--- src/rtl/rv_pkg.sv ---
// Shared constants and types for the RV32I pipeline front end.
package rv_pkg;

  localparam int          XLEN             = 32;
  localparam logic [31:0] NOP_INSTR        = 32'h0000_0013;
  localparam logic [31:0] RESET_PC_DEFAULT = 32'h0000_0000;

  typedef enum logic {
    BOOT = 1'b0,
    RUN  = 1'b1
  } fetch_state_t;

endpackage

--- src/rtl/top_fetch_if_id_reg.sv ---
// IF/ID pipeline register: clear inserts a bubble and wins over enable.
module if_id_reg
  import rv_pkg::*;
#(
  parameter int WIDTH = 32
) (
  input  logic             clk,
  input  logic             rst,
  input  logic             en,
  input  logic             clr,
  input  logic [WIDTH-1:0] instr_f,
  input  logic [WIDTH-1:0] pc_f,
  input  logic [WIDTH-1:0] pc_plus4_f,
  output logic [WIDTH-1:0] instr_d,
  output logic [WIDTH-1:0] pc_d,
  output logic [WIDTH-1:0] pc_plus4_d,
  output logic             valid_d
);

  localparam logic [WIDTH-1:0] BUBBLE = WIDTH'(NOP_INSTR);

  always_ff @(posedge clk or posedge rst) begin
    if (rst) begin
      instr_d    <= BUBBLE;
      pc_d       <= '0;
      pc_plus4_d <= '0;
      valid_d    <= 1'b0;
    end else if (clr) begin
      instr_d    <= BUBBLE;
      pc_d       <= '0;
      pc_plus4_d <= '0;
      valid_d    <= 1'b0;
    end else if (en) begin
      instr_d    <= instr_f;
      pc_d       <= pc_f;
      pc_plus4_d <= pc_plus4_f;
      valid_d    <= 1'b1;
    end
  end

endmodule

--- src/rtl/top_fetch.sv ---
// Fetch stage: PC register, next-PC selection, boot FSM, fetch counter and IF/ID register.
module top_fetch
  import rv_pkg::*;
#(
  parameter int               WIDTH    = 32,
  parameter logic [WIDTH-1:0] RESET_PC = WIDTH'(RESET_PC_DEFAULT)
) (
  input  logic             clk,
  input  logic             rst,
  input  logic             stall_F,
  input  logic             stall_D,
  input  logic             flush_D,
  input  logic             PCsrc_E,
  input  logic [WIDTH-1:0] PCtarget_E,
  input  logic [WIDTH-1:0] instr_F,
  output logic [WIDTH-1:0] PC_F,
  output logic [WIDTH-1:0] instr_D,
  output logic [WIDTH-1:0] PC_D,
  output logic [WIDTH-1:0] PCplus4_D,
  output logic             valid_D,
  output logic [WIDTH-1:0] fetch_count
);

  localparam logic [WIDTH-1:0] ALIGN_MASK = ~WIDTH'(3);

  fetch_state_t     state;
  logic             boot;
  logic             capture;
  logic [WIDTH-1:0] pc_plus4;
  logic [WIDTH-1:0] target_aligned;
  logic [WIDTH-1:0] pc_next;

  assign boot           = (state == BOOT);
  assign capture        = !boot && !flush_D && !stall_D;
  assign pc_plus4       = PC_F + WIDTH'(4);
  assign target_aligned = PCtarget_E & ALIGN_MASK;

  // A resolved redirect beats a fetch stall so the wrong path is never re-fetched.
  always_comb begin
    pc_next = pc_plus4;
    if (PCsrc_E)
      pc_next = target_aligned;
    else if (stall_F)
      pc_next = PC_F;
  end

  always_ff @(posedge clk or posedge rst) begin
    if (rst)
      state <= BOOT;
    else
      state <= RUN;
  end

  always_ff @(posedge clk or posedge rst) begin
    if (rst)
      PC_F <= RESET_PC;
    else if (!boot)
      PC_F <= pc_next;
  end

  always_ff @(posedge clk or posedge rst) begin
    if (rst)
      fetch_count <= '0;
    else if (capture)
      fetch_count <= fetch_count + WIDTH'(1);
  end

  // The boot edge loads a bubble so decode never sees a half-initialised fetch.
  if_id_reg #(
    .WIDTH (WIDTH)
  ) u_if_id (
    .clk        (clk),
    .rst        (rst),
    .en         (!stall_D),
    .clr        (flush_D || boot),
    .instr_f    (instr_F),
    .pc_f       (PC_F),
    .pc_plus4_f (pc_plus4),
    .instr_d    (instr_D),
    .pc_d       (PC_D),
    .pc_plus4_d (PCplus4_D),
    .valid_d    (valid_D)
  );

endmodule

--- config.mk ---
export PLATFORM = sky130hd
export DESIGN_NAME = top_fetch
export DESIGN_NICKNAME = d
export VERILOG_FILES = /design/src/rtl/rv_pkg.sv /design/src/rtl/top_fetch_if_id_reg.sv /design/src/rtl/top_fetch.sv
export SDC_FILE = /design/constraint.sdc
export NUM_CORES = 1
export LEC_CHECK = 0
export ABC_AREA = 1
export BUFFER_PORTS_ARGS = -buffer_cell sky130_fd_sc_hd__buf_2
export CAP_MARGIN = 30
export CORE_UTILIZATION = 40
export DETAILED_ROUTE_END_ITERATION = 10
export GPL_TIMING_DRIVEN = 0
export SLEW_MARGIN = 30
export SYNTH_ARGS = -nofsm -noshare
export SYNTH_HDL_FRONTEND = slang
export SYNTH_HIERARCHICAL = 1
export SYNTH_SLANG_ARGS = --single-unit
--- constraint.sdc ---
create_clock -name clk -period 6.75 [get_ports clk]
set_input_delay 1.35 -clock clk [delete_from_list [all_inputs] [get_ports clk]]
set_output_delay 1.35 -clock clk [all_outputs]
set_load 0.01 [all_outputs]
Word-level counts from Yosys, hierarchy flattened
Cells that the tools add are included.
{"block": "op_classes", "n_mux": 10, "reduce_logical": 6, "n_bitwise": 1, "eq_ne": 2, "add_sub_neg": 2}
{"cell": "$mux W32", "count": 8}
{"cell": "$add A32 B1 Y32 const B", "count": 1}
{"cell": "$add A32 B3 Y32 const B", "count": 1}
{"cell": "$ne A2 B1 Y1 const B", "count": 2}
{"cell": "$logic_and A1 B1 Y1", "count": 2}
{"cell": "$logic_not A1 Y1", "count": 2}
{"cell": "$mux W1", "count": 2}
{"cell": "$reduce_and A2 Y1", "count": 1}
{"cell": "$logic_or A1 B1 Y1", "count": 1}
{"cell": "$not A1 Y1", "count": 1}
{"block": "word_totals", "word_cells": 28, "output_inout_bits": 161, "in_bits": 70, "regBits": 162}

Longest topological paths before layout
{"block": "logic_depth", "word_depth": 3, "depth_mapped": 11, "ltp_nobuf": 11}

Cells and area by module
The synthesis kept the hierarchy.
{"module": "top_fetch", "instances": 1, "cells_each": 647, "seq_area_each_um2": 1576.5, "area_per_inst_um2": 4254.1}
{"module": "if_id_reg", "instances": 1, "cells_each": 421, "seq_area_each_um2": 2431.1, "area_per_inst_um2": 3865.0}

Worst setup path after synthesis
Ideal clock, no wire load.
{"block": "synth_path", "path_type": "input -> register", "startpoint": "in flush_D", "endpoint": "reg fetch_count[24]", "slack_ps": 4337, "setup_ps": 126, "path_stages": 7, "arrival_time_ps": 2286, "n_path_buf": 0, "cell_sequence": "inv_1 nand2_1 nor2_4 nand3_1 nor2_2 nand3_1 xnor2_1"}
{"block": "synth_between", "elab_chain_len": 3}
{"item": "start: declaration", "line_no": "top_fetch.sv:12", "source": "input logic flush_D,"}
{"item": "$logic_not A1 Y1", "line_no": "top_fetch.sv:34", "source": "assign capture = !boot && !flush_D && !stall_D;"}
{"item": "$logic_and A1 B1 Y1 (2 in series)", "line_no": "top_fetch.sv:34"}
{"item": "end signal: assignment", "line_no": "top_fetch.sv:65", "source": "fetch_count <= fetch_count + WIDTH'(1);"}
{"item": "end: declaration", "line_no": "top_fetch.sv:21", "source": "output logic [WIDTH-1:0] fetch_count"}
No other way between the ends.
A chain may end at the register's enable or synchronous reset.

Final worst setup path
{"block": "layout_path", "startpoint": "reg PC_F[11]", "endpoint": "out PC_F[11]"}
{"item": "start: declaration", "line_no": "top_fetch.sv:16", "source": "output logic [WIDTH-1:0] PC_F,"}
{"item": "start signal: assignment", "line_no": "top_fetch.sv:58", "source": "PC_F <= pc_next;"}
No word-level cell between the ends.

==> impl_results.md <==
* Worst vdd ir at 187 uV
* Synth area leaders: dfrtp_1, nand2_1, nand3_1
* Netlist cell types at 33
* Final-report max-slew violation count at 0
* Num CTS Buffers at 17
* Top_reg_cell synth: dfrtp_1
* Max Cap Viol at 0
* CP startpoint: PC_F[11]
* Layout cells sized above 1 at 0.251
* Period minus WS final at 2560 ps
* Hold Vio Cnt, Final at 0
* Crit path max-delay family: flip-flops
* Design area at 10300 sq um
* CP max stage cell: dfrtp_1
* DIE WIDTH at 144 um
* Clock Skew at 9.06 ps
* Final setup margin at 4190 ps
* Max Buffers Root-to-Sink at 2
* Final net count at 1391
* Clk Latency, worst-skew pair at 430 ps
* Synth area leader: dfrtp_1
* WP buf/inv at 1
* Clock-pin slew on the worst setup and hold paths at 60 ps
* Crit path launch type: register
* DP Worst Slack at 3780 ps
* Synthesized cell area at 8120 sq um
* Vias in the first global route at 7213
* CTS sink cnt at 160
* Tightest Pin Transition at 668 ps
* Gr ovfl total at 0
* Largest net degree at the start of global routing at 63
* Setup Buffers After CTS at 0
* Fill count at 2004
* Ys Warns at 6
* Critical-path cell list: buf_2
* Iteration-0 DRC Markers at 441
* # hold bufs at CTS at 0
* CTS resizes at 0
* Area of the core at 19700 sq um
* Reg2Reg Launch Point: state
* DR DRC count at 0
* Yosys reg bits at 160
* CP peak stage delay at 580 ps
* Non-Filler Instances at 1596
* Worst Path Arrival at 1210 ps
* Critical Path RT at 5400 ps
* Placed insts at 1565
* RSZ-0062 raised after global routing: no
* Starting Density at 0.413
* Detailed Route WL at 25000 um
* Vias/cell at 4.83
* DR pass1 iterations at 5
* H-tree Lvls at 4
* Fmax at 391 MHz
* IO Port Bufs at 225
* Antenna-violating nets left at 0
* Worst setup EP type: output port
* Die ar. at 20900 sq um
* Global-route wire length before repair at 38600 um
* Status: completed
* Initial antenna violation count at 1
* Routed via count at 7715
* Critical Path Stages at 1
* Hold Crit Class: reg2reg
* Root Driver: clkbuf_16
* R2r endpoint: fetch_count[28]
* Post-Syn Instances at 1068
* Lkg Pwr at 5.75 nW
* I/O pin count at 231
* Dpl hpwl at 18800 um
* Setup CP Type: reg2out
* TNS Setup at 0 ps
* Pwr dens at 260 nW/um^2
* Post-Place Cell Area at 9660 sq um
* GRT Total Usage at 0.245
* Slew HR at 0.555
* Hold_sp: u_if_id/instr_d[29]
* Area share of the largest cell type after synthesis at 0.484
* Worst setup path end: PC_F[11]
* Critical-path maximum fanout at 6
* Rows at 51
* Post-synth EDFFs at 0
* Final setup fails at 0
* DR WL/cell at 15.7 um
* FF-to-FF path depth at 6
* Die Y at 144 um
* CTS tree: built
* Final Cycle Share at 0.379
* Reg2Reg Setup Slack at 4920 ps
* Synth async-reset ratio at 1.00
* Area grow syn2layout at 27.2%
* Routability cong. at 0.920
* Syn avg cell area at 7.60 sq um
* Register area share after synthesis at 0.494
==> synth_stat cells, types with 2 or more instances <==
library cell  instances
a21oi_1              20
and2_1                2
buf_1                 8
buf_2                16
buf_4                10
buf_6                 7
clkbuf_1              4
conb_1                2
dfrtp_1             157
dfstp_2               3
ha_1                  2
inv_1                67
inv_2                 2
nand2_1             420
nand2_2              10
nand3_1             135
nand3_2               2
nand3b_1              2
nand4_1               8
nor2_1              108
nor2_2               13
nor2_4                9
nor3_1                4
o21ai_0              21
o22ai_1               5
xnor2_1              12
xor2_1               13
==> worst min-delay path by stage <==
stage / endpoint / slack (ps) / cells past startpoint
after floorplan: u_if_id/instr_d[0] / 470 / 2
after global placement: u_if_id/instr_d[31] / 450 / 2
after detailed placement: u_if_id/instr_d[29] / 450 / 2
after CTS: u_if_id/instr_d[29] / 470 / 2
after global routing: u_if_id/instr_d[1] / 480 / 2
final: u_if_id/instr_d[29] / 470 / 2
==> layout by cell type, fill, tap and decap left out, drive strengths merged <==
master / Yosys / routed
a21oi: 21 / 21
a31oi: 1 / 1
and2: 2 / 2
buf: 41 / 268
bufinv: 0 / 7
clkbuf: 4 / 23
clkinv: 0 / 2
clkinvlp: 0 / 1
conb: 2 / 7
dfrtp: 157 / 157
dfstp: 3 / 3
diode: 0 / 1
ha: 2 / 2
inv: 69 / 70
nand2: 431 / 431
nand3: 137 / 137
nand3b: 2 / 2
nand4: 8 / 8
nor2: 130 / 130
nor3: 5 / 5
o21ai: 21 / 21
o22ai: 5 / 5
or2: 1 / 1
xnor2: 13 / 13
xor2: 13 / 13
==> state kept, by name, summed over array words and instances (netlist names) <==
register and count:
PC_F 30, fetch_count 32, state 1, u_if_id/instr_d 32, u_if_id/pc_d 32, u_if_id/pc_plus4_d 32
u_if_id/valid_d 1
==> where the power goes <==
part	switching, W	internal (W)	total, W
sequential	0.000104	0.00103	0.00114
clock	0.000397	0.000727	0.00112
combinational	0.000267	0.000156	0.000423
==> cell type report <==
cell class / instances / area, sq um / share of cell area
buffer: 45 / 279 / 0.0270
timing repair buffer: 227 / 1180 / 0.114
sequential: 160 / 4010 / 0.388
clock inverter: 11 / 236 / 0.0229
inverter: 69 / 267 / 0.0258
clock buffer: 19 / 433 / 0.0419
tap: 265 / 332 / 0.0321
antenna: 1 / 2.50 / 0.000242
multi-input combinational: 799 / 3590 / 0.348
==> kinds of logic after synthesis <==
kind of cell	synth area share
xor+xnor	0.0290
fa+ha+maj	0.00308
simple gates	0.376
other cells	0.000925
compound gates	0.0310
flops	0.494
buf+inv	0.0663
==> per-layer routing <==
layer	up-vias	global-route usage	share of wire
met5	-	0	0
li1	3855	-	-
met3	29	0.0513	0.072
met2	254	0.393	0.46
met4	0	0.0831	0.020
met1	3577	0.326	0.45
==> stage by stage <==
step | hold slack [ps] | power, W | utilization
2_1_floorplan | 472 | 0.00138 | -
3_5_place_dp | 453 | 0.00157 | 0.491
3_3_place_gp | 449 | 0.00157 | 0.488
5_1_grt | 485 | 0.00280 | 0.525
4_1_cts | 469 | 0.00271 | 0.525
6_report | 466 | 0.00268 | 0.526
(Power assumes the default switching activity.)
